`src/rtl/instr_issue_queue_pkg.sv`:
```
// Shared types and widths for the instruction issue queue.
// Contents:
//   OPCODE_W, ADRS_W, IMM_W : field widths of one instruction
//   t_RFadrs                : register-file address type
//   t_instr                 : packed instruction {opcode, src1, src2, dst, imm}
//   instr_gate()            : returns the instruction when valid, all-zero otherwise
package instr_issue_queue_pkg;

  localparam int OPCODE_W = 4;
  localparam int ADRS_W   = 3;
  localparam int IMM_W    = 16;

  typedef logic [ADRS_W-1:0] t_RFadrs;

  typedef struct packed {
    logic [OPCODE_W-1:0] opcode;
    t_RFadrs             src1;
    t_RFadrs             src2;
    t_RFadrs             dst;
    logic [IMM_W-1:0]    imm;
  } t_instr;

  // Decode must never see stale storage contents, so fields of an invalid head read as zero.
  function automatic t_instr instr_gate(input logic valid, input t_instr instr);
    t_instr result;
    if (valid) begin
      result = instr;
    end else begin
      result = '0;
    end
    return result;
  endfunction

endpackage

```
`src/rtl/instr_issue_queue_issue_fifo.sv`:
```
// issue_fifo: DEPTH-entry storage of t_instr with wrapping pointers and a
// separately tracked occupancy, plus a synchronous flush.
// Ports:
//   clock, reset   : rising-edge clock, asynchronous active-low reset
//   flush          : clears pointers and level at the next edge; push ignored
//   push, wr_data  : write wr_data at the write pointer
//   pop            : advance the read pointer
//   rd_data        : storage slot at the read pointer (unqualified)
//   level          : current occupancy, 0..DEPTH
module issue_fifo
  import instr_issue_queue_pkg::*;
#(
  parameter int DEPTH = 4
) (
  input  logic                   clock,
  input  logic                   reset,
  input  logic                   flush,
  input  logic                   push,
  input  t_instr                 wr_data,
  input  logic                   pop,
  output t_instr                 rd_data,
  output logic [$clog2(DEPTH):0] level
);

  localparam int PTR_W = $clog2(DEPTH);
  localparam int LVL_W = $clog2(DEPTH) + 1;
  localparam logic [PTR_W-1:0] PTR_ONE = PTR_W'(1);
  localparam logic [LVL_W-1:0] LVL_ONE = LVL_W'(1);

  t_instr           mem_r [DEPTH];
  logic [PTR_W-1:0] wr_ptr_r, wr_ptr_s;
  logic [PTR_W-1:0] rd_ptr_r, rd_ptr_s;
  logic [LVL_W-1:0] level_r, level_s;

  // Next-state for pointers and level; DEPTH is a power of two so increments wrap naturally.
  always_comb begin
    wr_ptr_s = wr_ptr_r;
    rd_ptr_s = rd_ptr_r;
    level_s  = level_r;
    if (flush) begin
      wr_ptr_s = '0;
      rd_ptr_s = '0;
      level_s  = '0;
    end else begin
      if (push) begin
        wr_ptr_s = wr_ptr_r + PTR_ONE;
      end else begin
        wr_ptr_s = wr_ptr_r;
      end
      if (pop) begin
        rd_ptr_s = rd_ptr_r + PTR_ONE;
      end else begin
        rd_ptr_s = rd_ptr_r;
      end
      case ({push, pop})
        2'b10:   level_s = level_r + LVL_ONE;
        2'b01:   level_s = level_r - LVL_ONE;
        default: level_s = level_r;
      endcase
    end
  end

  // Pointer and level registers.
  always_ff @(posedge clock or negedge reset) begin
    if (!reset) begin
      wr_ptr_r <= '0;
      rd_ptr_r <= '0;
      level_r  <= '0;
    end else begin
      wr_ptr_r <= wr_ptr_s;
      rd_ptr_r <= rd_ptr_s;
      level_r  <= level_s;
    end
  end

  // Storage write; contents are don't-care until referenced by a valid level.
  always_ff @(posedge clock) begin
    if (push && !flush) begin
      mem_r[wr_ptr_r] <= wr_data;
    end
  end

  assign rd_data = mem_r[rd_ptr_r];
  assign level   = level_r;

endmodule

```
`src/rtl/instr_issue_queue.sv`:
```
// instr_issue_queue: buffers host instructions and presents the head to Decode.
// Ports:
//   clock, reset                      : rising-edge clock, async active-low reset
//   in_valid/in_ready                 : host handshake, push = in_valid & in_ready
//   in_opcode/in_src1/in_src2/in_dst/in_imm : host instruction fields
//   stalled                           : Decode did not consume the head this cycle
//   internal_reset                    : Decode flush request, sampled at the edge
//   instv, opcode, src1, src2, dst, imm : head instruction (fields zero when instv=0)
//   level                             : occupancy
//   issued_cnt                        : saturating count of instructions consumed
module instr_issue_queue
  import instr_issue_queue_pkg::*;
#(
  parameter int DEPTH = 4,
  parameter int CNT_W = 16
) (
  input  logic                   clock,
  input  logic                   reset,
  input  logic                   in_valid,
  output logic                   in_ready,
  input  logic [OPCODE_W-1:0]    in_opcode,
  input  logic [ADRS_W-1:0]      in_src1,
  input  logic [ADRS_W-1:0]      in_src2,
  input  logic [ADRS_W-1:0]      in_dst,
  input  logic [IMM_W-1:0]       in_imm,
  input  logic                   stalled,
  input  logic                   internal_reset,
  output logic                   instv,
  output logic [OPCODE_W-1:0]    opcode,
  output logic [ADRS_W-1:0]      src1,
  output logic [ADRS_W-1:0]      src2,
  output logic [ADRS_W-1:0]      dst,
  output logic [IMM_W-1:0]       imm,
  output logic [$clog2(DEPTH):0] level,
  output logic [CNT_W-1:0]       issued_cnt
);

  localparam int LVL_W = $clog2(DEPTH) + 1;
  localparam logic [LVL_W-1:0] LVL_FULL = LVL_W'(DEPTH);
  localparam logic [LVL_W-1:0] LVL_ZERO = LVL_W'(0);
  localparam logic [CNT_W-1:0] CNT_MAX  = {CNT_W{1'b1}};
  localparam logic [CNT_W-1:0] CNT_ONE  = CNT_W'(1);

  t_instr           wr_data_s;
  t_instr           rd_data_s;
  t_instr           head_s;
  logic [LVL_W-1:0] level_s;
  logic             push_s;
  logic             pop_s;
  logic [CNT_W-1:0] issued_cnt_r;

  assign wr_data_s = '{opcode: in_opcode, src1: in_src1, src2: in_src2,
                       dst: in_dst, imm: in_imm};

  // Ready comes only from registered level, flush and reset; the reset term keeps
  // the host out while the queue is held in reset.
  assign in_ready = reset & (level_s != LVL_FULL) & ~internal_reset;
  assign instv    = (level_s != LVL_ZERO);
  assign push_s   = in_valid & in_ready;
  assign pop_s    = instv & ~stalled;

  issue_fifo #(
    .DEPTH (DEPTH)
  ) u_fifo (
    .clock   (clock),
    .reset   (reset),
    .flush   (internal_reset),
    .push    (push_s),
    .wr_data (wr_data_s),
    .pop     (pop_s),
    .rd_data (rd_data_s),
    .level   (level_s)
  );

  assign head_s = instr_gate(instv, rd_data_s);
  assign opcode = head_s.opcode;
  assign src1   = head_s.src1;
  assign src2   = head_s.src2;
  assign dst    = head_s.dst;
  assign imm    = head_s.imm;
  assign level  = level_s;

  // Saturating issue counter; a pop during a flush cycle still counts, and only reset clears it.
  always_ff @(posedge clock or negedge reset) begin
    if (!reset) begin
      issued_cnt_r <= '0;
    end else if (pop_s && (issued_cnt_r != CNT_MAX)) begin
      issued_cnt_r <= issued_cnt_r + CNT_ONE;
    end else begin
      issued_cnt_r <= issued_cnt_r;
    end
  end

  assign issued_cnt = issued_cnt_r;

endmodule

```
`config.mk`:
```
export PLATFORM = sky130hd
export DESIGN_NAME = instr_issue_queue
export DESIGN_NICKNAME = d
export VERILOG_FILES = /design/src/rtl/instr_issue_queue_pkg.sv /design/src/rtl/instr_issue_queue_issue_fifo.sv /design/src/rtl/instr_issue_queue.sv
export SDC_FILE = /design/constraint.sdc
export NUM_CORES = 1
export LEC_CHECK = 0
export ABC_AREA = 1
export CAP_MARGIN = 20
export CORE_MARGIN = 2
export CORE_UTILIZATION = 35
export CTS_BUF_LIST = sky130_fd_sc_hd__clkbuf_8
export DETAILED_ROUTE_END_ITERATION = 6
export GPL_TIMING_DRIVEN = 0
export SKIP_LAST_GASP = 1
export SLEW_MARGIN = 20
export SYNTH_ARGS = -nofsm -noshare
export SYNTH_HDL_FRONTEND = slang
export SYNTH_SLANG_ARGS = --single-unit
```
`constraint.sdc`:
```
create_clock -name clock -period 2.45 [get_ports clock]
set_clock_uncertainty 0.15 [all_clocks]
set_input_delay 0.49 -clock clock [delete_from_list [all_inputs] [get_ports clock]]
set_output_delay 0.49 -clock clock [all_outputs]
set_load 0.02 [all_outputs]
```
Yosys cells after proc, flatten, opt, wreduce, memory -nomap -nowiden
Memory sizes are Yosys's and may differ from the RTL's.
Cells that the tools add are included.
{ "word_totals": {"word_cells": 36, "out_inout_bits": 50, "regBits": 23, "in_bits": 34, "ram_bits": 116, "memories": 1} }
{ "classes": {"reduce_logical": 7, "addsub": 5, "muxes": 9, "bitwise_logic": 6, "eq_ne": 4} }
{ "memory_table": {"columns": ["memory", "words", "width", "read_ports", "rd_clocked_by_memory_dff", "write_ports", "line_no", "rtl"], "rows": [
  ["u_fifo.mem_r", 4, 29, 1, 0, 1, "instr_issue_queue_issue_fifo.sv:30", "t_instr mem_r [DEPTH];"]
]} }
{ "ops": {"columns": ["cell", "n"], "rows": [
  ["$mux 29", 1],
  ["$add 16x1->16 const B", 1],
  ["$ne 16x16->1 const B", 1],
  ["$mux 2", 4],
  ["$pmux 3 s2", 1],
  ["$reduce_bool 3->1", 2],
  ["$add 2x1->2 const B", 2],
  ["$and 1x1->1", 4],
  ["$reduce_bool 2->1", 2],
  ["$add 3x1->3 const B", 1],
  ["$mux 3", 1],
  ["$ne 3x3->1 const B", 1],
  ["$sub 3x1->3 const B", 1],
  ["$eq 2x1->1 const B", 1],
  ["$eq 2x2->1 const B", 1],
  ["$logic_and 1x1->1", 2],
  ["$mux 1", 2],
  ["$not 1->1", 2],
  ["$logic_not 1->1", 1]
]} }

Depth between registers and ports, before layout
Gate-level depths: netlist of the first run.
{ "depth": {"ltp_word": 7, "mapped_depth": 12, "ltp_nobuf": 12} }

By module
A second synthesis of the first run with hierarchy kept.
{ "unflattened": {"cells_unflattened": 557, "hier_area_um2": 6092.1} }
{ "modules_own_cells": {"columns": ["mod", "seq_area_each_um2", "area_per_inst_um2", "cells_per_inst", "instances"], "rows": [
  ["issue_fifo", 3658.5, 4745.8, 339, 1],
  ["instr_issue_queue", 400.4, 1346.3, 218, 1]
]} }

Least setup slack after synthesis of the first run
No wires, ideal clock.
{ "synth_path": {"path_kind": "flip-flop to flip-flop", "from": "reg u_fifo.level_r[0] (netlist: u_fifo.level[0])", "to": "mem u_fifo.mem_r[0][0] (netlist name) (enable)", "slack_ns": -0.306, "path_stages_with_launch": 5, "required_time_ns": 1.885, "t_arrival_ns": 2.190, "setup_time_ns": 0.415, "n_path_buf": 0, "period_less_slack_ns": 2.756, "path_cell_list": "dfrtp_1 > nor2_2 > nand2_1 > nand3_1 > nor2_1"} }
{ "synth_between": {"elab_chain_len": 7} }
{ "synth_lines": {"columns": ["element", "line_no", "rtl"], "rows": [
  ["start: declaration", "instr_issue_queue_issue_fifo.sv:33", "logic [LVL_W-1:0] level_r, level_s;"],
  ["start signal: assignment", "instr_issue_queue_issue_fifo.sv:72", "level_r <= level_s;"],
  ["$ne 3x3->1", "instr_issue_queue.sv:57", "assign in_ready = reset & (level_s != LVL_FULL) & ~internal_reset;"],
  ["$and 1x1->1 (2 in a row)", "instr_issue_queue.sv:57", null],
  ["$and 1x1->1", "instr_issue_queue.sv:59", "assign push_s = in_valid & in_ready;"],
  ["$logic_and 1x1->1", "instr_issue_queue_issue_fifo.sv:78", "if (push && !flush) begin"],
  ["$mux 1", "instr_issue_queue_issue_fifo.sv:78", null],
  ["$mux 1 (implied by the code)", "instr_issue_queue_issue_fifo.sv:79", "mem_r[wr_ptr_r] <= wr_data;"],
  ["end: declaration", "instr_issue_queue_issue_fifo.sv:30", null]
]} }
No other way between the ends.

Worst setup path after layout of the first run
{ "layout_path": {"from": "reg u_fifo.rd_ptr_r[0]", "to": "out imm[7]"} }
{ "layout_between": {"elab_chain_len": 2} }
{ "layout_lines": {"columns": ["element", "line_no", "rtl"], "rows": [
  ["start: declaration", "instr_issue_queue_issue_fifo.sv:32", "logic [PTR_W-1:0] rd_ptr_r, rd_ptr_s;"],
  ["start signal: assignment", "instr_issue_queue_issue_fifo.sv:71", "rd_ptr_r <= rd_ptr_s;"],
  ["$mem_v2 4x29", null, null],
  ["$mux 29", "instr_issue_queue_pkg.sv:26", "if (valid) begin"],
  ["end: declaration", "instr_issue_queue.sv:33", "output logic [IMM_W-1:0] imm,"]
]} }
No other way between the ends.

==> results of run 1 <==
## power groups by stage
| stage | sequential (mW) | clock (mW) | combinational (mW) |
|---|---|---|---|
| after floorplan | 2.77 | 0 | 0.580 |
| after global placement | 2.74 | 0 | 1.13 |
| after detailed placement | 2.74 | 0 | 1.17 |
| after CTS | 2.69 | 2.14 | 1.28 |
| after global routing | 2.70 | 2.25 | 1.46 |
| final | 2.69 | 2.09 | 1.36 |
## path summary, 6_finish.rpt
kind / from / slack, ps / cells after the start / endpoint
hold reg to reg: u_fifo.wr_ptr_r[0] / 420 / 1 / u_fifo.wr_ptr_r[0]
max in group asynchronous: reset / 1490 / 3 / u_fifo.level[2]
min in group asynchronous: reset / 500 / 3 / issued_cnt[5]
setup / recovery: u_fifo.rd_ptr_r[0] / -20 / 6 / imm[7]
hold / removal: reset / 330 / 5 / u_fifo.wr_ptr_r[1]
setup reg to reg: u_fifo.level[1] / 160 / 12 / u_fifo.level[2]
## worst max-delay path, stage by stage (launching register included)
cell      delay (ps)
dfrtp_1          400
buf_8            150
inv_8             70
clkbuf_4         200
o21ai_0          110
a21oi_1          260
buf_4            200
## logic make-up (layout without fill, tap and decap cells)
logic type,Yosys count,count (layout)
simple gates,245,245
flops,139,139
compound gates,98,98
buf+inv,56,190
xor+xnor,9,9
fa+ha+maj,6,6
## state kept, by name (all words and copies together) (netlist names)
register	cells
u_fifo.mem_r	116
u_fifo.level	3
u_fifo.wr_ptr_r	2
issued_cnt	16
u_fifo.rd_ptr_r	2
## metal layers
layer / share of wire / vias up / global-route usage
met5: 0 / - / 0
met4: 0.0077 / 0 / 0.05088
met3: 0.058 / 11 / 0.04992
met2: 0.50 / 124 / 0.2761
met1: 0.43 / 2159 / 0.2093
li1: - / 2121 / -
## cell type report
class / instances / area [um^2]
multi-input combinational: 358 / 1787
tap: 220 / 275.3
fill: 1505 / 8617
clock buffer: 17 / 234.0
clock inverter: 15 / 220.2
inverter: 31 / 127.6
timing repair buffer: 102 / 1033
buffer: 25 / 285.3
sequential: 139 / 4063
## cells in the final DEF (no fill, tap or decap), types with 7 or more instances in the layout
cell               n
nor2_4             8
nand4_1            7
clkbuf_8          21
edfxtp_1         116
inv_1             27
clkdlybuf4s50_1   52
nor2_1           120
nand2_1           80
o21ai_0           51
dfrtp_1           20
o21ai_1           14
xnor2_1            7
buf_4             37
a21oi_1           30
nand3_1           13
## repair_timing
action                                 in CTS  in global routing
endpoints found under the hold margin      23                  0
gates cloned                                3                  1
pin swaps                                   6                 20
buffers inserted                            4                  5
hold buffers                                2                  0
setup endpoints to repair                  82                 27
gates resized for setup                   172                 71
==> key figures, run 1 <==
Placed design
  – HPWL Detailed: 9290 um
  – Place WS: -727.6 ps
  – Placed cells: 860
  – Dpl cell area: 0.007224 mm^2
  – Routability Congestion: 0.8466
  – I/O Buffers: 83

Timing
  – Pins Over Slew Limit: 0
  – Setup TNS: -29.09 ps
  – Post-route setup slack: -23.36 ps
  – Final worst path period need: 2473 ps
  – Final Cycle Share: 1.010
  – Slew HR: 0.6779
  – Hold Slack: 333.3 ps
  – Worst-margin pin slew: 482.1 ps
  – RSZ-0062 raised after global routing: true
  – Final Hold Fails: 0
  – Setup violators final: 2
  – Fmax: 0.4043 GHz

Clock network
  – Clock sink count: 139
  – CTS tree: built
  – Root Buffer: clkbuf_8
  – TritonCTS buffer count: 17
  – Longest Clk Path Bufs: 2
  – H-tree levels: 4
  – Worst-Skew Late Latency: 430 ps
  – Clk pin slew, worst setup/hold paths: 80 ps

Pwr
  – Clock network power share: 0.341
  – Comb pwr share: 0.221
  – Psw: 1.709 mW
  – P_int: 4.432 mW
  – Register share of total power: 0.438
  – Leak pwr: 3.103 nW
  – Sw Share: 0.2783
  – Total power: 6.140 mW
  – VDD IR max: 0.3520 mV
  – Cell area power density: 765.1 mW/mm^2

Layout
  – Fin cells: 907
  – Fin nets: 714
  – Final instance area: 0.008025 mm^2
  – Layout area overhead: 33.96%
  – Final core utilization: 0.4822
  – Share of layout cells above drive strength 1: 0.1980
  – Final antenna diode count: 0

Synthesis
  – Seq/Total Area, Yosys: 0.6775
  – Synth Warn #: 0
  – Area share of the largest cell type after synthesis: 0.5815
  – Synth Area in Adders: 0.01378
  – Cell accounting for the most synthesized area: edfxtp_1
  – Syn_area_per_cell: 10.83 um^2
  – Main combinational cell family by area after synthesis: simple AND/OR/NAND/NOR gates
  – #FFs+latches synth: 139
  – Unique masters post-synth: 30
  – Syn Inst Count: 553
  – Post-synthesis compound-gate area fraction: 0.08375
  – Mux contribution to synthesized area: 0
  – Simple logic cell fraction of the synthesized area: 0.1721
  – Most common cell in the netlist: nor2_1
  – Primary FF master, synth: edfxtp_1
  – Synth Area in XOR/XNOR: 0.01316
  – Post-synth EDFFs: 116
  – Top cells by count, synth: nor2_1 (132), edfxtp_1 (116), nand2_1 (81)
  – Synthesized net count: 593
  – Main area contributors after synthesis: edfxtp_1 (58%), dfrtp_1 (9.6%), nor2_1 (8.3%)
  – Share of synthesized registers carrying an async set or reset: 0.1655
  – Cell Area, Synth: 0.005991 mm^2

Global routing
  – Vias in the first global route: 4270
  – Largest net degree at the start of global routing: 24
  – Total GRT Usage: 0.1661
  – First-pass GRT wire length: 22700 um
  – Gr ovfl total: 0
  – Initial antenna violation count: 0

Detailed routing
  – Antenna viol nets, final: 0
  – Drt initial violations: 295
  – Vias: 4415
  – Vias per cell: 4.868
  – Final wirelength: 14840 um
  – Routed length per instance: 16.36 um
  – DRC violations left: 0
  – Drt first pass iters: 4

Critical path
  – Worst setup EP type: primary output
  – WP data arrival: 1830 ps
  – Startpoint types: flop
  – WS Path Type: reg2out
  – Worst-path maximum fanout: 10
  – Req. time, crit path: 1810 ps

Min path
  – HP Class: in2reg

Floorplan
  – Chip Height: 134.8 um
  – Core area: 0.01664 mm^2
  – I/O pin cnt: 84
  – Row count: 47
  – Chip width: 134.8 um
  – Initial core utilization: 0.3600
  – Full die area: 0.01818 mm^2

Outcome
  – Status: finished, violations left
  – Failing checks: negative setup slack

Run
  – Max Cap Viol: 0
(Power assumes the default switching activity.)
==> run 2, diff against run 1 <==
- CORE_MARGIN: 2 -> unset
- GPL_TIMING_DRIVEN: 0 -> unset
- clock period: 2.45 -> 2.4 ns (I/O delays scaled with it)
==> key figures, run 2 (synthesis gave the netlist of run 1 again) <==
Timing
  – Worst-margin pin slew: 300.5 ps
  – RSZ-0062 raised after global routing: true
  – Final Cycle Share: 1.030
  – Fmax: 0.4047 GHz
  – Pins Over Slew Limit: 0
  – Final worst path period need: 2471 ps
  – Post-route setup slack: -70.97 ps
  – Slew HR: 0.7997
  – Setup violators final: 10
  – Final Hold Fails: 0

Placed design
  – HPWL Detailed: 9129 um
  – I/O Buffers: 83
  – Routability Congestion: 0.7828
  – Dpl cell area: 0.007416 mm^2
  – Place WS: -220.6 ps

Pwr
  – VDD IR max: 0.3378 mV
  – Cell area power density: 723.7 mW/mm^2
  – Leak pwr: 3.012 nW
  – Total power: 5.649 mW

Layout
  – Commonest non-fill, non-tap cell in the layout: nor2_1
  – Layout area overhead: 30.30%
  – Fin nets: 711
  – Largest register FFs: 116
  – Area occupied by multi-input gates: 0.001760 mm^2
  – Largest Register: u_fifo.mem_r
  – FILL cells: 1490
  – Final instance area: 0.007806 mm^2
  – Register area: 0.004060 mm^2
  – Final core utilization: 0.4691
  – Share of layout cells above drive strength 1: 0.1842
  – Commonest cells after routing, fill and taps aside: nor2_1 (121), edfxtp_1 (116), nand2_1 (80)

Global routing
  – Vias in the first global route: 4376
  – Initial antenna violation count: 1
  – First-pass GRT wire length: 22480 um
  – Gr ovfl total: 0
  – Total GRT Usage: 0.1682
  – Largest net degree at the start of global routing: 25

Clock network
  – Root Buffer: clkbuf_8
  – Clock sink count: 139
  – H-tree levels: 4
  – Longest Clk Path Bufs: 2
  – CTS tree: built
  – Clk pin slew, worst setup/hold paths: 70 ps
  – TritonCTS buffer count: 17
  – Worst-Skew Late Latency: 430 ps

Critical path
  – Largest stage delay, worst path: 490 ps
  – Req. time, crit path: 1770 ps
  – WP data arrival: 1840 ps
  – Startpoint types: flop
  – Critical path's slowest cell: dfrtp_2
  – WS Path Type: reg2out
  – Worst-path maximum fanout: 16
  – Cells along the critical path: inv_2 > buf_6 > o21ai_0 > a21oi_1 > buf_4
  – Worst setup EP type: primary output

Detailed routing
  – Final wirelength: 14250 um
  – Vias per cell: 4.867
  – Routed length per instance: 15.75 um
  – DRC violations left: 0
  – Vias: 4405
  – Antenna viol nets, final: 0
  – Drt first pass iters: 4
  – Drt initial violations: 231

Floorplan
  – Initial core utilization: 0.3600
  – Chip Height: 132.8 um
  – Full die area: 0.01764 mm^2
  – Row count: 47
  – Chip width: 132.8 um
  – Core area: 0.01664 mm^2
  – I/O pin cnt: 84

Outcome
  – Status: finished, violations left
  – Failing checks: negative setup slack

Min path
  – HP Class: in2async

Run
  – Max Cap Viol: 0
## run 2: cell count changes in the layout (fill, tap and decap cells not counted), sizes merged, moves of 3 or more
cell           before  now
clkdlybuf4s15       0    4
bufinv              5    1
clkinv              7   10
clkbuf             28   22
## run 2: layer usage
metal | global-route usage | up-vias | routed length (um)
met5 | 0 | - | 0
met4 | 0.06194 | 0 | 148
met3 | 0.04176 | 10 | 781
met2 | 0.2807 | 121 | 7132
met1 | 0.2109 | 2162 | 6188
li1 | - | 2112 | -
## run 2: through the flow
stage | setup TNS, ps | instances | hold slack, ps
after floorplan | -41240 | 553 | 34.41
after global placement | -572.3 | 865 | 384.0
after detailed placement | -744.7 | 865 | 402.1
after CTS | -1886 | 904 | 273.6
after global routing | -2721 | 904 | 314.6
final | -354.5 | 905 | 301.9
## run 2: final cells by class
| cell class | instances | area share |
|---|---|---|
| Tap cell | 220 | 0.03526 |
| Multi-Input combinational cell | 358 | 0.2255 |
| Timing Repair Buffer | 124 | 0.1611 |
| Clock inverter | 15 | 0.01202 |
| Antenna cell | 1 | 0.0003206 |
| Inverter | 31 | 0.01571 |
| Clock buffer | 17 | 0.02997 |
| Sequential cell | 139 | 0.5201 |
## run 2: timing repair
item,CTS,global route
endpoints found under the setup margin,31,30
pin swaps,6,10
hold buffers,0,0
hold endpoints to repair,0,0
buffers inserted,7,1
gates resized for setup,107,59
cloned,1,0
## run 2: power breakdown
part	switching, mW	total, mW	internal, mW
clock network	0.809	1.59	0.778
logic	0.750	1.31	0.558
registers	0.0699	2.75	2.68
## run 2: critical path: cells and delay by family (launching register included)
| family | cells | cell delay (ps) |
|---|---|---|
| AOI/OAI and AO/OA | 2 | 380 |
| buffers and inverters | 3 | 540 |
| DFF | 1 | 490 |
## run 2: worst paths after layout
path                               startpoint  cells after the start                 end  slack (ps)
min                                     reset                      2     u_fifo.level[2]         300
min in group clock              issued_cnt[1]                      2       issued_cnt[1]         430
max                        u_fifo.rd_ptr_r[0]                      5              imm[6]         -70
max reg2reg                   u_fifo.level[1]                     13     u_fifo.level[2]         400
min reg2reg                     issued_cnt[1]                      2       issued_cnt[1]         430
max in group asynchronous               reset                      2  u_fifo.rd_ptr_r[0]        1420
